--- src/rtl/y86_pkg.sv ---
// rtl/y86_pkg.sv - Y86-64 shared constants and pipeline-control types
package y86_pkg;

  localparam logic [3:0] HALT   = 4'd0;
  localparam logic [3:0] NOP    = 4'd1;
  localparam logic [3:0] RRMOVQ = 4'd2;
  localparam logic [3:0] IRMOVQ = 4'd3;
  localparam logic [3:0] RMMOVQ = 4'd4;
  localparam logic [3:0] MRMOVQ = 4'd5;
  localparam logic [3:0] OPQ    = 4'd6;
  localparam logic [3:0] JXX    = 4'd7;
  localparam logic [3:0] CALL   = 4'd8;
  localparam logic [3:0] RET    = 4'd9;
  localparam logic [3:0] PUSHQ  = 4'd10;
  localparam logic [3:0] POPQ   = 4'd11;

  localparam logic [2:0] SAOK = 3'd1;
  localparam logic [2:0] SHLT = 3'd2;
  localparam logic [2:0] SADR = 3'd3;
  localparam logic [2:0] SINS = 3'd4;

  localparam logic [3:0] RNONE = 4'd15;
  localparam logic [3:0] RSP   = 4'd4;

  typedef enum logic {
    ST_RUN  = 1'b0,
    ST_STOP = 1'b1
  } ctrl_state_e;

  function automatic logic is_exc(input logic [2:0] stat);
    return (stat == SHLT) || (stat == SADR) || (stat == SINS);
  endfunction

endpackage

--- src/rtl/pipe_perf_cnt.sv ---
// rtl/pipe_perf_cnt.sv - saturating event counter
module pipe_perf_cnt #(
  parameter int W = 32
) (
  input  logic         clk,
  input  logic         reset,
  input  logic         en,
  output logic [W-1:0] q
);

  logic [W-1:0] cnt_q;
  logic [W-1:0] cnt_d;

  always_comb begin
    cnt_d = cnt_q;
    if (en && (cnt_q != {W{1'b1}})) begin
      cnt_d = cnt_q + {{(W-1){1'b0}}, 1'b1};
    end
  end

  always_ff @(posedge clk) begin
    if (reset) begin
      cnt_q <= '0;
    end else begin
      cnt_q <= cnt_d;
    end
  end

  assign q = cnt_q;

endmodule

--- src/rtl/pipe_ctrl.sv ---
// rtl/pipe_ctrl.sv - Y86-64 hazard control, processor status FSM and perf counters
module pipe_ctrl
  import y86_pkg::*;
#(
  parameter int CNT_W = 32
) (
  input  logic             clk,
  input  logic             reset,
  input  logic [3:0]       D_icode,
  input  logic [3:0]       d_srcA,
  input  logic [3:0]       d_srcB,
  input  logic [3:0]       E_icode,
  input  logic [3:0]       E_dstM,
  input  logic             e_Cnd,
  input  logic [3:0]       M_icode,
  input  logic [2:0]       m_stat,
  input  logic [3:0]       W_icode,
  input  logic [2:0]       W_stat,
  output logic             F_stall,
  output logic             D_stall,
  output logic             D_bubble,
  output logic             E_bubble,
  output logic             M_bubble,
  output logic             W_stall,
  output logic             set_cc_ok,
  output logic [2:0]       cpu_stat,
  output logic             halted,
  output logic [CNT_W-1:0] cyc_cnt,
  output logic [CNT_W-1:0] ret_cnt,
  output logic [CNT_W-1:0] lu_cnt,
  output logic [CNT_W-1:0] mp_cnt
);

  ctrl_state_e state_q, state_d;
  logic [2:0]  cpu_stat_q, cpu_stat_d;

  logic lu, rt, mp, mx, wx, run;

  always_comb begin
    lu = ((E_icode == MRMOVQ) || (E_icode == POPQ)) && (E_dstM != RNONE) &&
         ((E_dstM == d_srcA) || (E_dstM == d_srcB));
    rt = (D_icode == RET) || (E_icode == RET) || (M_icode == RET);
    mp = (E_icode == JXX) && !e_Cnd;
    mx = is_exc(m_stat);
    wx = is_exc(W_stat);
    run = (state_q == ST_RUN);
  end

  always_comb begin
    state_d    = state_q;
    cpu_stat_d = cpu_stat_q;
    if (run && wx) begin
      state_d    = ST_STOP;
      cpu_stat_d = W_stat;
    end
  end

  always_ff @(posedge clk) begin
    if (reset) begin
      state_q    <= ST_RUN;
      cpu_stat_q <= SAOK;
    end else begin
      state_q    <= state_d;
      cpu_stat_q <= cpu_stat_d;
    end
  end

  // Reset flush takes priority over the STOP freeze, which overrides the hazard equations.
  always_comb begin
    F_stall   = lu || rt;
    D_stall   = lu;
    D_bubble  = mp || (!lu && rt);
    E_bubble  = mp || lu;
    M_bubble  = mx || wx;
    W_stall   = wx;
    set_cc_ok = (E_icode == OPQ) && !mx && !wx;
    if (reset) begin
      F_stall   = 1'b0;
      D_stall   = 1'b0;
      D_bubble  = 1'b1;
      E_bubble  = 1'b1;
      M_bubble  = 1'b1;
      W_stall   = 1'b0;
      set_cc_ok = 1'b0;
    end else if (!run) begin
      F_stall   = 1'b1;
      D_stall   = 1'b1;
      D_bubble  = 1'b0;
      E_bubble  = 1'b1;
      M_bubble  = 1'b1;
      W_stall   = 1'b1;
      set_cc_ok = 1'b0;
    end
  end

  assign cpu_stat = cpu_stat_q;
  assign halted   = (state_q == ST_STOP);

  pipe_perf_cnt #(.W(CNT_W)) u_cyc_cnt (
    .clk   (clk),
    .reset (reset),
    .en    (run),
    .q     (cyc_cnt)
  );

  pipe_perf_cnt #(.W(CNT_W)) u_ret_cnt (
    .clk   (clk),
    .reset (reset),
    .en    (run && (W_stat == SAOK) && (W_icode != NOP)),
    .q     (ret_cnt)
  );

  pipe_perf_cnt #(.W(CNT_W)) u_lu_cnt (
    .clk   (clk),
    .reset (reset),
    .en    (run && lu),
    .q     (lu_cnt)
  );

  pipe_perf_cnt #(.W(CNT_W)) u_mp_cnt (
    .clk   (clk),
    .reset (reset),
    .en    (run && mp),
    .q     (mp_cnt)
  );

endmodule

--- config.mk ---
export PLATFORM = sky130hd
export DESIGN_NAME = pipe_ctrl
export DESIGN_NICKNAME = d
export VERILOG_FILES = /design/src/rtl/y86_pkg.sv /design/src/rtl/pipe_perf_cnt.sv /design/src/rtl/pipe_ctrl.sv
export SDC_FILE = /design/constraint.sdc
export NUM_CORES = 1
export LEC_CHECK = 0
export CAP_MARGIN = 20
export CORE_MARGIN = 3
export CORE_UTILIZATION = 55
export CTS_BUF_LIST = sky130_fd_sc_hd__clkbuf_4
export CTS_CLUSTER_DIAMETER = 30
export DETAILED_ROUTE_END_ITERATION = 16
export PLACE_DENSITY = 0.95
export SYNTH_ARGS = -nofsm -noshare
export SYNTH_HDL_FRONTEND = slang
export SYNTH_SLANG_ARGS = --single-unit
export TNS_END_PERCENT = 100
--- constraint.sdc ---
create_clock -name clk -period 4.1 [get_ports clk]
set_input_delay 0.82 -clock clk [delete_from_list [all_inputs] [get_ports clk]]
set_output_delay 0.82 -clock clk [all_outputs]
set_load 0.05 [all_outputs]
---- Word level (Yosys, flattened, before mapping) ----
Cells that the tools add are included.
word-level totals
  bits in registers ....................... 132
  latch bits .............................. 0
  RAM bits ................................ 0
  bits in read-only memories .............. 0
  bits of input ports ..................... 37
  output and inout port bits .............. 139
  word-level logic and storage cells ...... 78
  memories ................................ 0
cells by class
  add/subtract/negate cells ............... 4
  multipliers ............................. 0
  divide/modulo/power cells ............... 0
  $lt $le $gt $ge ......................... 0
  eq/ne operators ......................... 22
  shifts and indexed selects .............. 0
  multiplexer cells ....................... 14
  bitwise logic cells ..................... 1
  reductions and logical operators ........ 31
operators by type and width
  kind                   number
  $add 32x1->32 const B  4
  $ne 32x32->1 const B   4
  $eq 4x4->1 const B     4
  $logic_and 1x1->1      15
  $mux 1                 14
  $eq 3x2->1 const B     4
  $eq 4x3->1 const B     3
  $logic_or 1x1->1       12
  $eq 4x4->1             2
  $eq 3x3->1 const B     2
  $logic_not 1->1        4
  $ne 4x1->1 const B     1
  $ne 4x4->1 const B     1
  $eq 3x1->1 const B     1
  $not 1->1              1

---- Depth between registers and ports, before layout ----
Gate-level depths: netlist of run 1.
  word-level depth ........................ 9
  mapped depth ............................ 8

---- Hierarchy ----
From an unflattened synthesis of run 1, not the netlist that was laid out.
second synthesis, totals
  cell total of the unflattened synthesis .. 856
  area, all modules ....................... 7,184.4 um^2
modules (own cells, without submodules)
  module         times used  cells each  area each (um^2)  seq. area each (um^2)
  pipe_perf_cnt  4           199         1,674.1           640.6
  pipe_ctrl      1           60          488.0             80.1

---- Worst setup path before layout of run 1 ----
Ideal clock, no wire load.
  kind .................................... in2out
  from .................................... in m_stat[0]
  to ...................................... out set_cc_ok
  data arrival time ....................... 3.534 ns
  data required time ...................... 3.280 ns
  setup slack ............................. -0.254 ns
  stages .................................. 2
  buffers on the path ..................... 0
  path through ............................ o311ai_0 > nor3_1
on the way
  word-level cells in the longest chain between the ends .. 8
ends and longest elaborated chain
  what                                 RTL line         source
  start: declaration                   pipe_ctrl.sv:16  input logic [2:0] m_stat,
  $eq 3x2->1                           y86_pkg.sv:31    return (stat == SHLT) || (stat == SADR) || (stat == SINS);
  $logic_or 1x1->1                     y86_pkg.sv:31
  $logic_or 1x1->1 (*)                 y86_pkg.sv:31
  $logic_not 1->1 (*)                  pipe_ctrl.sv:76  set_cc_ok = (E_icode == OPQ) && !mx && !wx;
  $logic_and 1x1->1 (*) (2 in series)  pipe_ctrl.sv:76
  $mux 1 (*)                           pipe_ctrl.sv:85  end else if (!run) begin
  $mux 1 (*)                           pipe_ctrl.sv:77  if (reset) begin
  end: declaration                     pipe_ctrl.sv:25  output logic set_cc_ok,
Mark *: on every way between the ends. The rest lies on a longest branch, timed or not.

---- Worst setup path in the final report of run 1 ----
  from .................................... in W_stat[2]
  to ...................................... out M_bubble
on the way
  word-level cells in the longest chain between the ends .. 6
ends and longest elaborated chain
  what                  RTL line         source
  start: declaration    pipe_ctrl.sv:18  input logic [2:0] W_stat,
  $eq 3x2->1            y86_pkg.sv:31
  $logic_or 1x1->1      y86_pkg.sv:31
  $logic_or 1x1->1 (*)  y86_pkg.sv:31
  $logic_or 1x1->1 (*)  pipe_ctrl.sv:74  M_bubble = mx || wx;
  $mux 1 (*)            pipe_ctrl.sv:85
  $mux 1 (*)            pipe_ctrl.sv:77
  end: declaration      pipe_ctrl.sv:23  output logic M_bubble,
Marks and branches as above.

==> results of run 1 <==
==> area by class of cell <==
cell class                      instances  area, sq um
Sequential cell                       132         2640
Tap cell                              143          179
Inverter                               16         60.1
Clock inverter                          9          114
Multi-Input combinational cell        619         3930
Timing Repair Buffer                  181         1820
Clock buffer                           20          150
Fill cell                             832         2820
==> worst max-delay path, stage by stage <==
cell and delay [ps]:
clkdlybuf4s50_1 500, or2_2 330, a21oi_1 240, o311ai_1 270, clkdlybuf4s50_1 770
==> flip-flops by register name, summed over array words and instances (netlist names) <==
name         cells
u_mp_cnt.q      32
u_ret_cnt.q     32
u_cyc_cnt.q     32
halted           1
cpu_stat         3
u_lu_cnt.q      32
==> synthesized netlist by cell type, types with 3 or more instances <==
master    count
dfxtp_1     132
nor4_1       14
and4_1       18
or2_2         4
a21oi_1      31
o21ai_0      21
clkbuf_1     20
nor4b_1       5
and2_1        8
or4_1         9
a211oi_1      4
o31ai_1       5
nand3_1      55
o211ai_1      5
mux2i_1       3
inv_1        15
nor3_1       27
nor2b_1       4
and3_1       19
nand4_1      49
xor2_1       49
nor4bb_1      3
nand2_1      45
xnor2_2       4
xnor2_1      47
nor4_2        3
nand2b_1      3
a31oi_1       4
nor3b_1       4
nor2_1      115
ha_1          4
or3_1        24
==> per-layer routing <==
metal  vias up  global-route usage (%)  routed length (um)
met5         -                       0                   0
met3        56                    6.74                1520
met4         0                    13.4                 533
met1      3113                    32.5                7540
li1       3212                       -                   -
met2       316                    46.9                9220
==> cell families (layout without fill, tap and decap cells) <==
family | Yosys count | after routing | share of synthesized area [%]
AOI/OAI and AO/OA | 87 | 87 | 9.10
xor gates and xnor gates | 100 | 100 | 13.4
adders and majority gates | 4 | 4 | 0.743
buffers and inverters | 41 | 226 | 2.45
DFF | 132 | 132 | 39.2
muxes | 5 | 5 | 0.780
and+or+nand+nor | 423 | 423 | 34.3
==> power groups by stage <==
stage               sequential [mW]  combinational (mW)  clock (mW)
floorplan                      1.35              0.0895           0
CTS                            1.30               0.206       0.880
global placement               1.33               0.202           0
global route                   1.30               0.218       0.930
finish                         1.30               0.206       0.871
detailed placement             1.33               0.205           0
==> worst paths after layout <==
check | startpoint | end | slack, ps | cells past startpoint
min | cpu_stat[2]$_SDFFE_PP0P_ | cpu_stat[2]$_SDFFE_PP0P_ | 500 | 2
max reg2reg | u_mp_cnt.q[0]$_SDFFE_PP0P_ | u_mp_cnt.q[15]$_SDFFE_PP0P_ | 1590 | 7
max | W_stat[2] | M_bubble | 350 | 5
min reg2reg | cpu_stat[2]$_SDFFE_PP0P_ | cpu_stat[2]$_SDFFE_PP0P_ | 500 | 2
==> summary.txt, run 1 <==
Die
  – # rows: 39
  – Die width: 117 um
  – Die ar.: 13,600 sq um
  – Floorplan Core Area: 11,700 sq um
  – I/O pin total: 176
  – Initial Utilization: 57.5%
  – Chip height: 117 um

Drt
  – Antenna Nets Post-Route: 0
  – Drt first pass iters: 5
  – Routed wire length: 18,800 um
  – Vias: 6,697
  – Drt wl/cell: 16.8 um
  – Vias per cell: 5.98
  – DRC: 0
  – DR iter-0 viols: 486

Yosys
  – Syn nets: 833
  – Seq/Total Area, Yosys: 39.2%
  – Synthesized cell area: 6740 sq um
  – Post-synth EDFFs: 0
  – Dominant synthesized flop cell: dfxtp_1
  – Post-synth top area share: 39.2%
  – Ranking of synthesized cells by area: dfxtp_1, nor2_1, xor2_1
  – Distinct cells, synth: 65
  – Synth Register Bits: 132
  – Asr flop ratio synth: 0%
  – Synth warn: 0
  – Mean Syn Cell Area: 8.51 sq um
  – Post-synth top area cell: dfxtp_1
  – Cell count after synthesis: 792

Finish
  – Area growth from synthesis to layout: 32.0%
  – Most frequent cells in the layout: clkdlybuf4s50_1, dfxtp_1, nor2_1
  – Diode count: 0
  – Fraction of layout cells with a size suffix above 1: 6.76%
  – Most common cell after layout, fill and taps aside: clkdlybuf4s50_1
  – Post-route insts no fill: 1,120
  – Final net count: 1,008
  – Final instance area: 8900 sq um
  – Final Util: 76.0%

Worst setup path
  – Crit path kind: input pin to primary output
  – Crit. End Element: primary output
  – WP data arrival: 2930 ps
  – WP data required: 3280 ps
  – CP max FO: 7
  – Startpoint Class: input pin

Global route
  – Initial antenna violation count: 0
  – Total GRT Usage: 27.6%
  – Largest net degree at the start of global routing: 71
  – GRT overflow: 0
  – First-pass GRT wire length: 30,100 um
  – Vias in the first global route: 6,419

Placed design
  – Post-DP HPWL: 13,800 um
  – Pre-CTS WS: 368 ps
  – Port Buffers: 175
  – Inst Count DP: 1,091
  – Placed cell areas: 8630 sq um
  – RD Place Congestion: 0.867

Clocking
  – CTS root buf: clkbuf_4
  – CTS H-tree depth: 4
  – Post-CTS Setup Bufs: 0
  – CTS Sinks: 132
  – Hold_buf cts: 0
  – Post-CTS sizing: 0
  – CTS Buf Count: 17
  – CTS tree: done
  – Bufs on Longest Clock Path: 2
  – Clock Latency Late Sink: 560 ps
  – Reg clk slew, reported paths: 90 ps

Timing
  – Fin Hold WS: 500 ps
  – Fmax: 266 MHz
  – Clk_skew: 16.6 ps
  – Post-layout min period: 3750 ps
  – Setup TNS: 0 ps
  – Slew Viols, Final: 0
  – Setup Viol. Count Final: 0
  – Slew headroom: 48.1%
  – Final Worst Setup Slack: 345 ps
  – Endpoints failing hold: 0
  – Final Cycle Share: 91.6%
  – RSZ-0062 raised after global routing: false
  – Worst slew pin tran: 772 ps

Power and ir drop
  – Seq pwr share: 54.6%
  – Leakage: 2.90 nW
  – PwrDens: 267 nW/um^2
  – P_sw: 0.580 mW
  – Pwr Total: 2.37 mW
  – Switching share of total power: 24.4%
  – Internal power: 1.80 mW
  – Clock group share of total power: 36.7%
  – Combinational cell fraction of total power: 8.7%
  – Max IR drop VDD: 0.205 mV

Outcome
  – Status: complete, no violations

Worst hold path
  – Worst min path class: flip-flop to flip-flop

Run
  – Max Cap Viol: 0
No activity file was read; power rests on OpenSTA's default activity.
==> run 2, diff against run 1 <==
Settings changed: GPL_TIMING_DRIVEN set to 0, SETUP_SLACK_MARGIN set to 0.5.
==> summary.txt, run 2 (same netlist as run 1, synthesis figures left out) <==
Drt
  – DRC: 0
  – Vias: 6,902
  – DR iter-0 viols: 690
  – Drt wl/cell: 17.0 um
  – Drt first pass iters: 6
  – Routed wire length: 19,400 um
  – Vias per cell: 6.04
  – Antenna Nets Post-Route: 0

Worst setup path
  – Worst R2R Path Depth: 7
  – Crit. End Element: primary output
  – Startpoint Class: input pin
  – Max incr delay on CP: 510 ps
  – WP data required: 3280 ps
  – WP depth: 7
  – Crit path kind: input pin to primary output
  – Crit path max-delay cell type: clkdlybuf4s50_1
  – WP data arrival: 2720 ps
  – Worst path buffer plus inverter count: 2
  – Worst-path cell chain: clkdlybuf4s50_1, and3b_1, o211ai_4, a21oi_4, nor2_1, a211o_1, clkbuf_2
  – Delay-heaviest family, CP: buffers and inverters
  – CP max FO: 6

Timing
  – Setup Viol. Count Final: 0
  – Endpoints failing hold: 0
  – Post-layout min period: 3540 ps
  – Final Cycle Share: 86.2%
  – Slew Viols, Final: 0
  – RSZ-0062 raised after global routing: true
  – Fin Hold WS: 496 ps
  – Worst slew pin tran: 998 ps
  – Fmax: 283 MHz
  – Clk_skew: 15.4 ps
  – Final Worst Setup Slack: 565 ps
  – Slew headroom: 33.1%
  – Setup TNS: 0 ps

Die
  – Initial Utilization: 57.5%
  – Floorplan Core Area: 11,700 sq um
  – I/O pin total: 176
  – # rows: 39
  – Chip height: 117 um
  – Die width: 117 um
  – Die ar.: 13,600 sq um

Clocking
  – CTS root buf: clkbuf_4
  – Reg clk slew, reported paths: 110 ps
  – Clock Latency Late Sink: 570 ps
  – CTS tree: done
  – CTS Buf Count: 17
  – Bufs on Longest Clock Path: 2
  – Hold_buf cts: 0
  – CTS H-tree depth: 4
  – CTS Sinks: 132

Outcome
  – Status: complete, no violations

Finish
  – Most frequent cells in the layout: clkdlybuf4s50_1, dfxtp_1, nor2_1
  – Final Util: 76.1%
  – Diode count: 0
  – Post-route insts no fill: 1,142
  – Area growth from synthesis to layout: 32.3%
  – Final instance area: 8910 sq um
  – Final net count: 1,027
  – Fraction of layout cells with a size suffix above 1: 7.31%
  – Most common cell after layout, fill and taps aside: clkdlybuf4s50_1

Placed design
  – Post-DP HPWL: 14,100 um
  – Inst Count DP: 1,109
  – RD Place Congestion: 0.910
  – Pre-CTS WS: -68.4 ps
  – Placed cell areas: 8670 sq um
  – Port Buffers: 174

Global route
  – GRT overflow: 0
  – Initial antenna violation count: 0
  – Total GRT Usage: 28.0%
  – Vias in the first global route: 6,474
  – First-pass GRT wire length: 30,800 um
  – Largest net degree at the start of global routing: 17

Worst hold path
  – Worst min path class: flip-flop to flip-flop
  – Worst hold path depth: 2

Power and ir drop
  – Pwr Total: 2.30 mW
  – Max IR drop VDD: 0.234 mV
  – Leakage: 2.90 nW
  – PwrDens: 258 nW/um^2

Run
  – Max Cap Viol: 0
-- run 2: worst register-to-register path, cell delays in order, from the launching register on --
cell and delay, ps:
dfxtp_1 410, ha_1 300, nand4_1 170, nor4_2 520
a31oi_1 410, and4_1 360, xnor2_1 140, nor2_1 50
-- run 2: cell type report --
type,instances,area (sq um)
timing repair buffer,175,1730
tap,143,179
sequential,132,2640
inverter,16,60.1
multi-input combinational,619,3960
buffer,25,109
clock buffer,20,150
clock inverter,12,90.1
fill,818,2800
-- run 2: power breakdown --
| part | switching (mW) | internal, mW | leakage (nW) | total (mW) |
|---|---|---|---|---|
| combinational | 0.126 | 0.0794 | 1.70 | 0.205 |
| sequential | 0.0102 | 1.29 | 1.06 | 1.30 |
| clock | 0.484 | 0.309 | 0.138 | 0.793 |
-- run 2: per-layer routing --
metal	up-vias	global-route usage, %	part of all wire [%]
met3	44	9.64	9.2
met5	-	0	0
li1	3266	-	-
met4	0	9.10	1.9
met1	3259	33.6	40
met2	333	47.2	49
-- run 2: repair_timing --
item / 4_1_cts / 5_1_grt
setup endpoints to repair: 7 / 3
gates resized for setup: 23 / 5
endpoints found under the hold margin: 0 / 0
buffers inserted: 0 / 1
pin swaps: 0 / 1
cloned: 0 / 0
-- run 2: final timing paths --
kind / from / to / slack (ps)
worst min register to register: cpu_stat[2]$_SDFFE_PP0P_ / cpu_stat[2]$_SDFFE_PP0P_ / 500
worst max-delay path: E_icode[1] / D_bubble / 560
worst min-delay path: cpu_stat[2]$_SDFFE_PP0P_ / cpu_stat[2]$_SDFFE_PP0P_ / 500
worst max register to register: u_cyc_cnt.q[0]$_SDFFE_PP0P_ / u_cyc_cnt.q[6]$_SDFFE_PP0P_ / 1630
